### config.mk
export PLATFORM = sky130hd
export DESIGN_NAME = mv_gen_ctrl
export DESIGN_NICKNAME = d
export VERILOG_FILES = /design/src/rtl/interp_mv_pkg.sv /design/src/rtl/mv_offset_counter.sv /design/src/rtl/mv_gen_ctrl.sv
export SDC_FILE = /design/constraint.sdc
export NUM_CORES = 1
export LEC_CHECK = 0
export CORE_MARGIN = 4
export CORE_UTILIZATION = 55
export CTS_CLUSTER_DIAMETER = 120
export DETAILED_ROUTE_END_ITERATION = 16
export MAX_ROUTING_LAYER = met4
export PLACE_DENSITY = 0.83
export SYNTH_ARGS = -nofsm -noshare
export SYNTH_HDL_FRONTEND = slang
export SYNTH_HIERARCHICAL = 1
export SYNTH_SLANG_ARGS = --single-unit
### constraint.sdc
create_clock -name i_clk -period 6 [get_ports i_clk]
set_input_delay 0.6 -clock i_clk [delete_from_list [all_inputs] [get_ports i_clk]]
set_output_delay 0.6 -clock i_clk [all_outputs]
set_load 0.01 [all_outputs]
### src/rtl/interp_mv_pkg.sv
// Shared constants, FSM state type and MV saturation helper for the
// fractional-refinement MV generator.
package interp_mv_pkg;

  localparam int unsigned MV_W = 19;

  typedef enum logic [1:0] {
    StIdle,
    StLoad,
    StIssue,
    StFin
  } mv_state_e;

  // Clamp a signed MV_W+1-bit sum into the signed MV_W range; never wraps.
  function automatic logic [MV_W-1:0] sat_mv(input logic [MV_W:0] sum);
    logic [MV_W-1:0] res;
    if (sum[MV_W] != sum[MV_W-1]) begin
      res = sum[MV_W] ? {1'b1, {(MV_W-1){1'b0}}} : {1'b0, {(MV_W-1){1'b1}}};
    end else begin
      res = sum[MV_W-1:0];
    end
    return res;
  endfunction

endpackage

### src/rtl/mv_offset_counter.sv
// Raster dx/dy offset counter over [-Range, +Range]^2 with grid index and last flag.
// With MV_GEN_SKIP_CENTER_EN defined, the (0,0) point is stepped over but still indexed.
module mv_offset_counter #(
  parameter int unsigned Range = 2,
  parameter int unsigned IdxW  = 5,
  parameter int unsigned OffW  = 3
) (
  input  logic                   i_clk,
  input  logic                   i_rst,
  input  logic                   i_init,
  input  logic                   i_advance,
  output logic signed [OffW-1:0] o_dx,
  output logic signed [OffW-1:0] o_dy,
  output logic [IdxW-1:0]        o_idx,
  output logic                   o_last
);

  localparam logic signed [OffW-1:0] OffMax = OffW'(Range);
  localparam logic signed [OffW-1:0] OffMin = -OffMax;
  localparam logic signed [OffW-1:0] OffOne = OffW'(1);

  logic signed [OffW-1:0] r_dx;
  logic signed [OffW-1:0] r_dy;
  logic [IdxW-1:0]        r_idx;
  logic signed [OffW-1:0] w_step_dx;
  logic signed [OffW-1:0] w_step_dy;
  logic signed [OffW-1:0] w_next_dx;
  logic [IdxW-1:0]        w_idx_inc;
  logic                   w_row_end;
  logic                   w_skip;

  always_comb begin
    w_row_end = (r_dx == OffMax);
    w_step_dx = w_row_end ? OffMin : r_dx + OffOne;
    w_step_dy = w_row_end ? r_dy + OffOne : r_dy;
`ifdef MV_GEN_SKIP_CENTER_EN
    w_skip = (w_step_dx == '0) && (w_step_dy == '0);
`else
    w_skip = 1'b0;
`endif
    // The center never sits at a row end, so stepping over it is one more dx step.
    w_next_dx = w_skip ? w_step_dx + OffOne : w_step_dx;
    w_idx_inc = w_skip ? IdxW'(2) : IdxW'(1);
  end

  always_ff @(posedge i_clk) begin
    if (i_rst) begin
      r_dx  <= '0;
      r_dy  <= '0;
      r_idx <= '0;
    end else if (i_init) begin
      r_dx  <= OffMin;
      r_dy  <= OffMin;
      r_idx <= '0;
    end else if (i_advance) begin
      r_dx  <= w_next_dx;
      r_dy  <= w_step_dy;
      r_idx <= r_idx + w_idx_inc;
    end
  end

  assign o_dx   = r_dx;
  assign o_dy   = r_dy;
  assign o_idx  = r_idx;
  assign o_last = (r_dx == OffMax) && (r_dy == OffMax);

endmodule

### src/rtl/mv_gen_ctrl.sv
// Candidate MV sequencer: walks the offset grid around a base MV and hands each
// candidate to the interpolator by valid/ready. MV_GEN_SKIP_CENTER_EN omits (0,0).
module mv_gen_ctrl
  import interp_mv_pkg::*;
#(
  parameter int unsigned Range = 2,
  parameter int unsigned IdxW  = 5
) (
  input  logic                   i_clk,
  input  logic                   i_rst_sync,
  input  logic                   i_start,
  input  logic                   i_abort,
  input  logic signed [MV_W-1:0] i_base_mv_x,
  input  logic signed [MV_W-1:0] i_base_mv_y,
  input  logic                   i_mv_ready,
  output logic                   o_mv_x_we,
  output logic                   o_mv_y_we,
  output logic signed [MV_W-1:0] o_mv_x,
  output logic signed [MV_W-1:0] o_mv_y,
  output logic                   o_mv_valid,
  output logic [IdxW-1:0]        o_cand_idx,
  output logic                   o_busy,
  output logic                   o_done
);

  localparam int unsigned OffW = $clog2(Range + 1) + 1;

  mv_state_e              r_state;
  mv_state_e              w_state_d;
  logic [MV_W-1:0]        r_base_x;
  logic [MV_W-1:0]        r_base_y;
  logic signed [OffW-1:0] w_dx;
  logic signed [OffW-1:0] w_dy;
  logic                   w_last;
  logic                   w_init;
  logic                   w_advance;
  logic [MV_W:0]          w_sum_x;
  logic [MV_W:0]          w_sum_y;

  assign w_init    = (r_state == StIdle) && i_start && !i_abort;
  // An aborted handshake still completes on the bus but never moves the raster.
  assign w_advance = (r_state == StIssue) && i_mv_ready && !i_abort && !w_last;

  mv_offset_counter #(
    .Range (Range),
    .IdxW  (IdxW),
    .OffW  (OffW)
  ) u_offset_counter (
    .i_clk     (i_clk),
    .i_rst     (i_rst_sync),
    .i_init    (w_init),
    .i_advance (w_advance),
    .o_dx      (w_dx),
    .o_dy      (w_dy),
    .o_idx     (o_cand_idx),
    .o_last    (w_last)
  );

  always_ff @(posedge i_clk) begin
    if (i_rst_sync) begin
      r_state  <= StIdle;
      r_base_x <= '0;
      r_base_y <= '0;
    end else begin
      r_state <= w_state_d;
      if (w_init) begin
        r_base_x <= i_base_mv_x;
        r_base_y <= i_base_mv_y;
      end
    end
  end

  always_comb begin
    w_state_d = r_state;
    unique case (r_state)
      StIdle:  if (w_init) w_state_d = StLoad;
      StLoad:  w_state_d = i_abort ? StIdle : StIssue;
      StIssue: begin
        if (i_abort) begin
          w_state_d = StIdle;
        end else if (i_mv_ready) begin
          w_state_d = w_last ? StFin : StLoad;
        end
      end
      StFin:   w_state_d = StIdle;
      default: w_state_d = StIdle;
    endcase
  end

  // Sums are formed one bit wider so saturation can see the overflow.
  assign w_sum_x = {r_base_x[MV_W-1], r_base_x} + {{(MV_W+1-OffW){w_dx[OffW-1]}}, w_dx};
  assign w_sum_y = {r_base_y[MV_W-1], r_base_y} + {{(MV_W+1-OffW){w_dy[OffW-1]}}, w_dy};

  assign o_mv_x     = sat_mv(w_sum_x);
  assign o_mv_y     = sat_mv(w_sum_y);
  assign o_mv_x_we  = (r_state == StLoad);
  assign o_mv_y_we  = (r_state == StLoad);
  assign o_mv_valid = (r_state == StIssue);
  assign o_busy     = (r_state != StIdle);
  assign o_done     = (r_state == StFin);

endmodule

==> results of run 1 <==
-- worst max-delay path, cell delays in order (launching register included) --
cell	delay, ns
dfxtp_1	0.89
ha_1	0.42
a21oi_1	0.26
o211ai_1	0.22
a21oi_2	0.24
a211oi_2	0.12
or2_1	0.44
maj3_1	0.42
o221ai_1	0.20
clkdlybuf4s50_1	0.58
-- per-layer routing --
layer,vias to the layer above,GRT usage
met3,10,0.02595
met2,131,0.4146
met5,-,-
li1,2365,-
met4,0,0.04727
met1,2167,0.3482
-- stage by stage --
step / total power (uW) / utilization / std cells
finish: 1041 / 0.6813 / 791
CTS: 1044 / 0.6813 / 791
global placement: 827.4 / 0.6703 / 783
floorplan: 644.0 / - / 616
detailed placement: 837.5 / 0.6703 / 783
global route: 1101 / 0.6813 / 791
-- logic make-up (layout without fill, tap and decap cells) --
kind of cell | count (synthesis) | after routing | share of synthesized area
compound gates | 223 | 223 | 0.2961
simple gates | 191 | 191 | 0.1923
buf+inv | 51 | 121 | 0.05381
mux | 2 | 2 | 0.004327
fa+ha+maj | 66 | 66 | 0.1723
xor+xnor | 32 | 32 | 0.06057
flops | 51 | 51 | 0.2207
-- synth_stat cells, types with 8 or more instances --
cell / n
clkbuf_1: 15
nor2_1: 24
inv_1: 19
nand4_1: 10
maj3_1: 14
xnor2_1: 18
xor2_1: 14
a21o_1: 15
nand2_1: 103
nor3_1: 8
o211ai_1: 13
ha_1: 43
o21a_1: 8
dfxtp_1: 51
o21ai_1: 8
a21oi_1: 91
o21ai_0: 41
-- registers in the layout, indices dropped and copies added (netlist names) --
register and cells:
u_offset_counter/o_dx 3, r_base_x 19, u_offset_counter/o_idx 5, r_state 2
r_base_y 19, u_offset_counter/o_dy 3
-- where the power goes --
| group | switching [uW] | internal (uW) | leakage (uW) | total (uW) |
|---|---|---|---|---|
| sequential | 16.4 | 353 | 0.000416 | 369 |
| combinational | 232 | 232 | 0.00179 | 464 |
| clock | 123 | 84.1 | 0.0000454 | 207 |
-- area by class of cell --
cell class	instances	area [um^2]	area share
flip-flops and latches	51	1021	0.1824
clock buffers	6	72.57	0.01296
inverters	20	75.07	0.01341
clock inverters	2	17.52	0.003129
well taps	105	131.4	0.02347
multi-input cells	514	3357	0.5997
repair buffers	93	923.4	0.1650
-- worst paths after layout --
check	end	slack, ns
min	r_base_x[13]	0.47
max reg2reg	r_base_y[11]	3.30
max	o_mv_x[0]	1.28
min reg2reg	r_base_x[13]	0.47
==> results.txt, run 1 <==
Routed wl met3 -> 599 um
Postcts setup bufs -> 0
Synth unique cells -> 64
CP arrival -> 4.12 ns
Drt wl/cell -> 15.69 um
CP endpoint kind -> output port
WL final -> 12.41 mm
Die Area -> 9944 um^2
Io pins -> 91
CTS tree -> yes
Crit Path Max Fanout -> 22
Most frequent cells in the layout -> nand2_1 (103), a21oi_1 (91), clkdlybuf4s50_1 (90)
Sink Count -> 51
# diodes -> 0
Post-synthesis register bit count -> 51
Remaining antenna violation count -> 0
Layout area overhead -> 20.98%
Leakage power -> 0.002248 uW
Die width -> 99.72 um
Unrepaired setup endpoints after global routing -> false
Hold Path Class -> reg2reg
Uppermost layer routed -> met4
Req. time, crit path -> 5.40 ns
Hold_sp -> r_base_x[13]
Net Count, Synth -> 704
Final Hold Fails -> 0
Post-layout instance area -> 5598 um^2
Worst-Margin Slew -> 0.8567 ns
Largest net degree at the start of global routing -> 46
Yosys Warn Count -> 6
PortBufs -> 90
Post-detail-place hpwl -> 9.559 mm
Gr usage total -> 0.2556
Clock Tree Root -> clkbuf_8
Synthesized area per cell -> 7.511 um^2
Critical R2R Launch -> r_state[0]
Final worst slack -> 1.284 ns
Cell area power density -> 185.9 nW/um^2
Vias in the first global route -> 4367
Via count -> 4673
Synthesized instance count -> 616
Kind of critical path -> reg2out
Pre-CTS setup slack -> 1.700 ns
Max_cap viols -> 0
Drt first pass iters -> 5
Cell Area, Placed -> 5508 um^2
CTS Buffer Depth -> 2
Sum Neg Setup Slack -> 0 ns
Chip height -> 99.72 um
Peak VDD IR -> 0.1224 mV
CTS Buf Count -> 5
Clk_skew -> 0.009456 ns
Hold buffer count at CTS -> 0
# nets final -> 773
Synthesized area -> 4627 um^2
Highest clock rate -> 212.0 MHz
Starting Density -> 0.5631
Metal-1 WL -> 5.911 mm
Slew Limit Fails -> 0
Clock-pin slew on the worst setup and hold paths -> 0.10 ns
Crit start category -> register
Cts repair resizes -> 0
Leading register cell type out of synthesis -> dfxtp_1
Filler instances -> 723
Layout cells sized above 1 -> 0.04810
Final period utilization -> 0.7860
Post-synth EDFFs -> 0
Num rows -> 33
Reg2reg path depth -> 6
FFs w/ async S/R, synth -> 0
Max transition margin -> 0.4281
Synth area leader -> dfxtp_1
Vias per std cell -> 5.908
Outcome -> finished, final reports clean
Initial DRC Count -> 235
Worst Setup SP -> u_offset_counter/o_dx[2]
Synth top area cells -> dfxtp_1 (22%), ha_1 (12%), a21oi_1 (9.8%)
Hold path depth -> 2
Final setup violation count -> 0
Hold slack -> 0.4663 ns
Clock latency on the worst-skew pair -> 0.31 ns
Initial antenna violation count -> 0
GR Overflow Total -> 0
Drt drc -> 0
GPL Wtd Cong -> 0.9579
Met2 Wirelength -> 5.792 mm
Htree depth -> 2
Core ar. -> 8217 um^2
First-pass GRT wire length -> 20.62 mm
Top-area cell type share of the netlist area -> 0.2207
Most common cell after layout, fill and taps aside -> nand2_1
Seq/Total Area, Yosys -> 0.2207
Min Clock Period, post-route -> 4.716 ns
Note: power is estimated with default switching activity, not from simulation.
==> run 2: changes to the inputs <==
--- a/config.mk
+++ b/config.mk
@@ -6,11 +6,11 @@
 export NUM_CORES = 1
 export LEC_CHECK = 0
 export CORE_MARGIN = 4
-export CORE_UTILIZATION = 55
+export CORE_UTILIZATION = 53
 export CTS_CLUSTER_DIAMETER = 120
 export DETAILED_ROUTE_END_ITERATION = 16
 export MAX_ROUTING_LAYER = met4
-export PLACE_DENSITY = 0.83
+export PLACE_DENSITY = 0.81
 export SYNTH_ARGS = -nofsm -noshare
 export SYNTH_HDL_FRONTEND = slang
 export SYNTH_HIERARCHICAL = 1
==> constraint.sdc (replaced) <==
create_clock -name i_clk -period 4.59 [get_ports i_clk]
set_input_delay 0.459 -clock i_clk [delete_from_list [all_inputs] [get_ports i_clk]]
set_output_delay 0.459 -clock i_clk [all_outputs]
set_load 0.01 [all_outputs]
==> run 2 against run 1 <==
Final area grew 0.38%. Clock skew up 0.00097 ns. Critical path depth increased by 1. Worst hold slack got worse by 0.00077 ns. Critical path type unchanged.
==> results.txt, run 2 (synthesis results as in run 1) <==
Post-detail-place hpwl -> 9.780 mm
Seq. cell area -> 1021 um^2
WL final -> 12.59 mm
Clk_skew -> 0.01043 ns
Vias in the first global route -> 4472
Initial DRC Count -> 262
Highest clock rate -> 239.8 MHz
Reg2Reg Setup Slack -> 1.68 ns
Hold path depth -> 2
Drt wl/cell -> 15.85 um
Outcome -> finished, final reports clean
Layout cells sized above 1 -> 0.05225
Area occupied by multi-input gates -> 3357 um^2
Chip height -> 101.4 um
Clock Tree Root -> clkbuf_8
Max_cap viols -> 0
Crit Path Max Fanout -> 14
Largest net degree at the start of global routing -> 46
Gr usage total -> 0.2558
GR Overflow Total -> 0
Layout area overhead -> 21.44%
Min Clock Period, post-route -> 4.169 ns
Unrepaired setup endpoints after global routing -> false
Req. time, crit path -> 4.13 ns
First-pass GRT wire length -> 21.11 mm
Num rows -> 33
Htree depth -> 2
Vias per std cell -> 5.972
Hold path endpoint -> r_base_y[10]
Most frequent cells in the layout -> nand2_1 (103), a21oi_1 (91), clkdlybuf4s50_1 (90)
GPL Wtd Cong -> 0.9220
Cell Area, Placed -> 5530 um^2
Reg2reg path depth -> 6
Post-layout instance area -> 5619 um^2
Hold Path Class -> reg2reg
Sum Neg Setup Slack -> 0 ns
CTS Buffer Depth -> 2
Drt first pass iters -> 5
Crit start category -> register
Pre-CTS setup slack -> 0.7910 ns
Postcts setup bufs -> 0
CTS Buf Count -> 5
Cell area power density -> 241.5 nW/um^2
Core ar. -> 8341 um^2
Starting Density -> 0.5548
Remaining antenna violation count -> 0
# diodes -> 0
Hold_sp -> r_base_y[10]
Final period utilization -> 0.9084
Sink Count -> 51
Kind of critical path -> reg2out
Hold buffer count at CTS -> 0
Clock-pin slew on the worst setup and hold paths -> 0.10 ns
Slew Limit Fails -> 0
Io pins -> 91
Worst-Margin Slew -> 0.8474 ns
Initial antenna violation count -> 0
FF-to-FF End -> r_base_x[1]
CTS tree -> yes
Via count -> 4742
Leakage power -> 0.002260 uW
Die width -> 101.4 um
CP arrival -> 3.71 ns
Final setup violation count -> 0
Die Area -> 10290 um^2
Clock latency on the worst-skew pair -> 0.31 ns
Critical R2R Launch -> r_state[0]
Filler instances -> 732
Max transition margin -> 0.4351
Cts repair resizes -> 0
Peak VDD IR -> 0.1741 mV
Drt drc -> 0
CP endpoint kind -> output port
Most common cell after layout, fill and taps aside -> nand2_1
Final Hold Fails -> 0
Final worst slack -> 0.4205 ns
PortBufs -> 90
# nets final -> 776
## run 2: critical path, cell delays in order, from the launching register on
cell and delay, ns:
dfxtp_1 0.36, ha_1 0.24, fa_1 0.42, a21oi_1 0.25
o211ai_1 0.21, a21oi_2 0.24, a211oi_2 0.11, or2_1 0.44
maj3_1 0.41, o221ai_1 0.17, clkdlybuf4s50_1 0.57
## run 2: layer usage
metal	part of all wire	global-route usage
met5	0	-
met4	0.0097	0.06033
met3	0.059	0.02686
met2	0.45	0.3888
met1	0.48	0.3645
## run 2: layout make-up
class / instances / share of cell area
clock inverters: 2 / 0.002895
clock buffers: 6 / 0.01291
inverters: 20 / 0.01336
flip-flops and latches: 51 / 0.1817
repair buffers: 96 / 0.1683
multi-input cells: 514 / 0.5974
well taps: 105 / 0.02338
## run 2: metrics by stage
step                  util  std cells  total power (uW)  hold WS (ns)
floorplan                -        616             841.8        0.4406
global placement    0.6631        786              1088        0.4495
detailed placement  0.6631        786              1100        0.4543
CTS                 0.6737        794              1367        0.4701
global route        0.6737        794              1442        0.4850
finish              0.6737        794              1357        0.4655
## run 2: worst max-delay path by stage
| stage | startpoint | end | slack, ns | depth (start not counted) |
|---|---|---|---|---|
| global route | u_offset_counter/o_dy[2] | o_mv_y[17] | 0.17 | 10 |
| detailed placement | u_offset_counter/o_dx[2] | o_mv_x[1] | 0.79 | 10 |
| finish | u_offset_counter/o_dx[0] | o_mv_x[0] | 0.42 | 10 |
| floorplan | u_offset_counter/o_dx[2] | o_mv_x[17] | 1.38 | 10 |
| global placement | u_offset_counter/o_dx[2] | o_mv_x[1] | 0.86 | 10 |
| CTS | u_offset_counter/o_dx[2] | o_mv_x[0] | 0.44 | 10 |
## run 2: report_power, final
group	internal, uW	switching (uW)
registers	461	17.2
logic	307	307
clock network	110	155
total	878	479
==> run 3: changes to the inputs <==
--- a/config.mk
+++ b/config.mk
@@ -5,13 +5,15 @@
 export SDC_FILE = /design/constraint.sdc
 export NUM_CORES = 1
 export LEC_CHECK = 0
+export ABC_CLOCK_PERIOD_IN_PS = 3400
 export CORE_MARGIN = 4
-export CORE_UTILIZATION = 53
+export CORE_UTILIZATION = 48
 export CTS_CLUSTER_DIAMETER = 120
 export DETAILED_ROUTE_END_ITERATION = 16
 export MAX_ROUTING_LAYER = met4
-export PLACE_DENSITY = 0.81
+export PLACE_DENSITY = 0.77
 export SYNTH_ARGS = -nofsm -noshare
 export SYNTH_HDL_FRONTEND = slang
 export SYNTH_HIERARCHICAL = 1
 export SYNTH_SLANG_ARGS = --single-unit
+export TNS_END_PERCENT = 5
==> constraint.sdc (replaced) <==
create_clock -name i_clk -period 3.4 [get_ports i_clk]
set_input_delay 0.34 -clock i_clk [delete_from_list [all_inputs] [get_ports i_clk]]
set_output_delay 0.34 -clock i_clk [all_outputs]
set_load 0.01 [all_outputs]
==> run 3 against run 2 <==
The run now ends with negative setup slack left. Worst hold slack barely moved. Wire length increased by 16%. Sequential power grew 35%. Register-to-register slack lost 0.78 ns. Clock power rose by 37%. Via count grew 7.5%. Flip-flop and latch count unchanged. Non-clock buffer count increased by 82. Final area is 14% higher. Largest cell class unchanged.
==> results.txt, run 3 (synthesis results as in run 1) <==
Worst-Margin Slew -> 0.5492 ns
Via count -> 5097
Outcome -> finished with violations
Metal-1 WL -> 6.936 mm
Sink Count -> 51
Routed wl met3 -> 782 um
Drt drc -> 0
Final Hold Fails -> 0
# nets final -> 858
Starting Density -> 0.4960
Met2 Wirelength -> 6.801 mm
Final worst slack -> -0.2484 ns
Filler instances -> 829
Most frequent cells in the layout -> nand2_1 (103), buf_4 (85), a21oi_1 (84)
Chip height -> 106.2 um
Remaining antenna violation count -> 0
CTS Buf Count -> 5
Most common cell after layout, fill and taps aside -> nand2_1
Unrepaired setup endpoints after global routing -> true
Clock latency on the worst-skew pair -> 0.31 ns
Drt wl/cell -> 16.24 um
Largest net degree at the start of global routing -> 46
WL final -> 14.61 mm
CTS Buffer Depth -> 2
Sum Neg Setup Slack -> -0.8381 ns
Initial antenna violation count -> 0
Total power -> 1931 uW
Crit Path Max Fanout -> 14
Final setup violation count -> 8
Max_cap viols -> 0
Htree depth -> 2
Min Clock Period, post-route -> 3.648 ns
Die Area -> 11270 um^2
CP endpoint kind -> output port
Slew Limit Fails -> 0
Cell area power density -> 300.3 nW/um^2
Clk_skew -> 0.01118 ns
Leakage power -> 0.002806 uW
Vias per std cell -> 5.663
Layout area overhead -> 38.97%
Kind of critical path -> reg2out
Hold buffer count at CTS -> 0
# diodes -> 0
Post-detail-place hpwl -> 11.20 mm
CTS tree -> yes
Num rows -> 35
Req. time, crit path -> 3.06 ns
Layout cells sized above 1 -> 0.2127
Initial DRC Count -> 217
Hold slack -> 0.4657 ns
Vias in the first global route -> 5097
Io pins -> 91
Highest clock rate -> 274.1 MHz
Final period utilization -> 1.073
Peak VDD IR -> 0.1912 mV
Pre-CTS setup slack -> -0.1286 ns
Gr usage total -> 0.2640
Max transition margin -> 0.6335
CP arrival -> 3.31 ns
Clock-pin slew on the worst setup and hold paths -> 0.10 ns
Fin util -> 0.6893
Failing checks -> negative setup slack
Hold Path Class -> reg2reg
Core ar. -> 9328 um^2
Crit start category -> register
Drt first pass iters -> 7
Clock Tree Root -> clkbuf_8
GPL Wtd Cong -> 0.9501
GR Overflow Total -> 0
First-pass GRT wire length -> 24.38 mm
Uppermost layer routed -> met4
PortBufs -> 90
Die width -> 106.2 um
-- run 3: power breakdown --
part / internal [uW] / leakage, uW / switching [uW]
Combinational: 462 / 0.00235 / 462
Clock: 148 / 0.0000418 / 212
Sequential: 623 / 0.000418 / 22.9
Total: 1230 / 0.00281 / 698
-- run 3: worst paths after layout --
path	startpoint	to	slack, ns	depth (start not counted)
setup reg to reg	r_state[0]	r_base_y[12]	0.90	7
hold reg to reg	r_base_y[8]	r_base_y[8]	0.47	2
setup / recovery	u_offset_counter/o_dx[2]	o_mv_x[3]	-0.25	11
hold / removal	r_base_y[8]	r_base_y[8]	0.47	2
-- run 3: worst max-delay path, stage by stage (launching register included) --
cell,delay (ns)
dfxtp_2,0.35
buf_12,0.15
ha_1,0.30
a21o_1,0.20
a221o_1,0.37
a21oi_2,0.16
a211oi_2,0.09
buf_4,0.16
or2_4,0.26
maj3_2,0.30
a21o_1,0.18
clkdlybuf4s50_1,0.47
-- run 3: layout make-up --
class	count	area, um^2	share of cell area
Clock inverter	2	16.27	0.002530
Clock buffer	6	72.57	0.01129
Sequential cell	51	1028	0.1600
Inverter	20	75.07	0.01168
Tap cell	129	161.4	0.02510
Timing Repair Buffer	178	1548	0.2407
Multi-Input combinational cell	514	3528	0.5487
-- run 3: stage by stage --
step,area (um^2),instances
6_report,6430,900
5_1_grt,6430,900
4_1_cts,6379,898
3_5_place_dp,6143,886
3_3_place_gp,6143,886
2_1_floorplan,4627,616
-- run 3: timing repair --
| item | CTS | global route |
|---|---|---|
| resized for setup | 65 | 40 |
| endpoints found under the setup margin | 38 | 38 |
| hold endpoints to repair | 0 | 0 |
| setup buffers | 4 | 2 |
| pin swaps | 8 | 7 |
-- run 3: metal layers --
metal	vias to the layer above	global-route usage
met3	6	0.03339
met5	-	-
li1	2534	-
met1	2419	0.3535
met2	138	0.4376
met4	0	0.03885
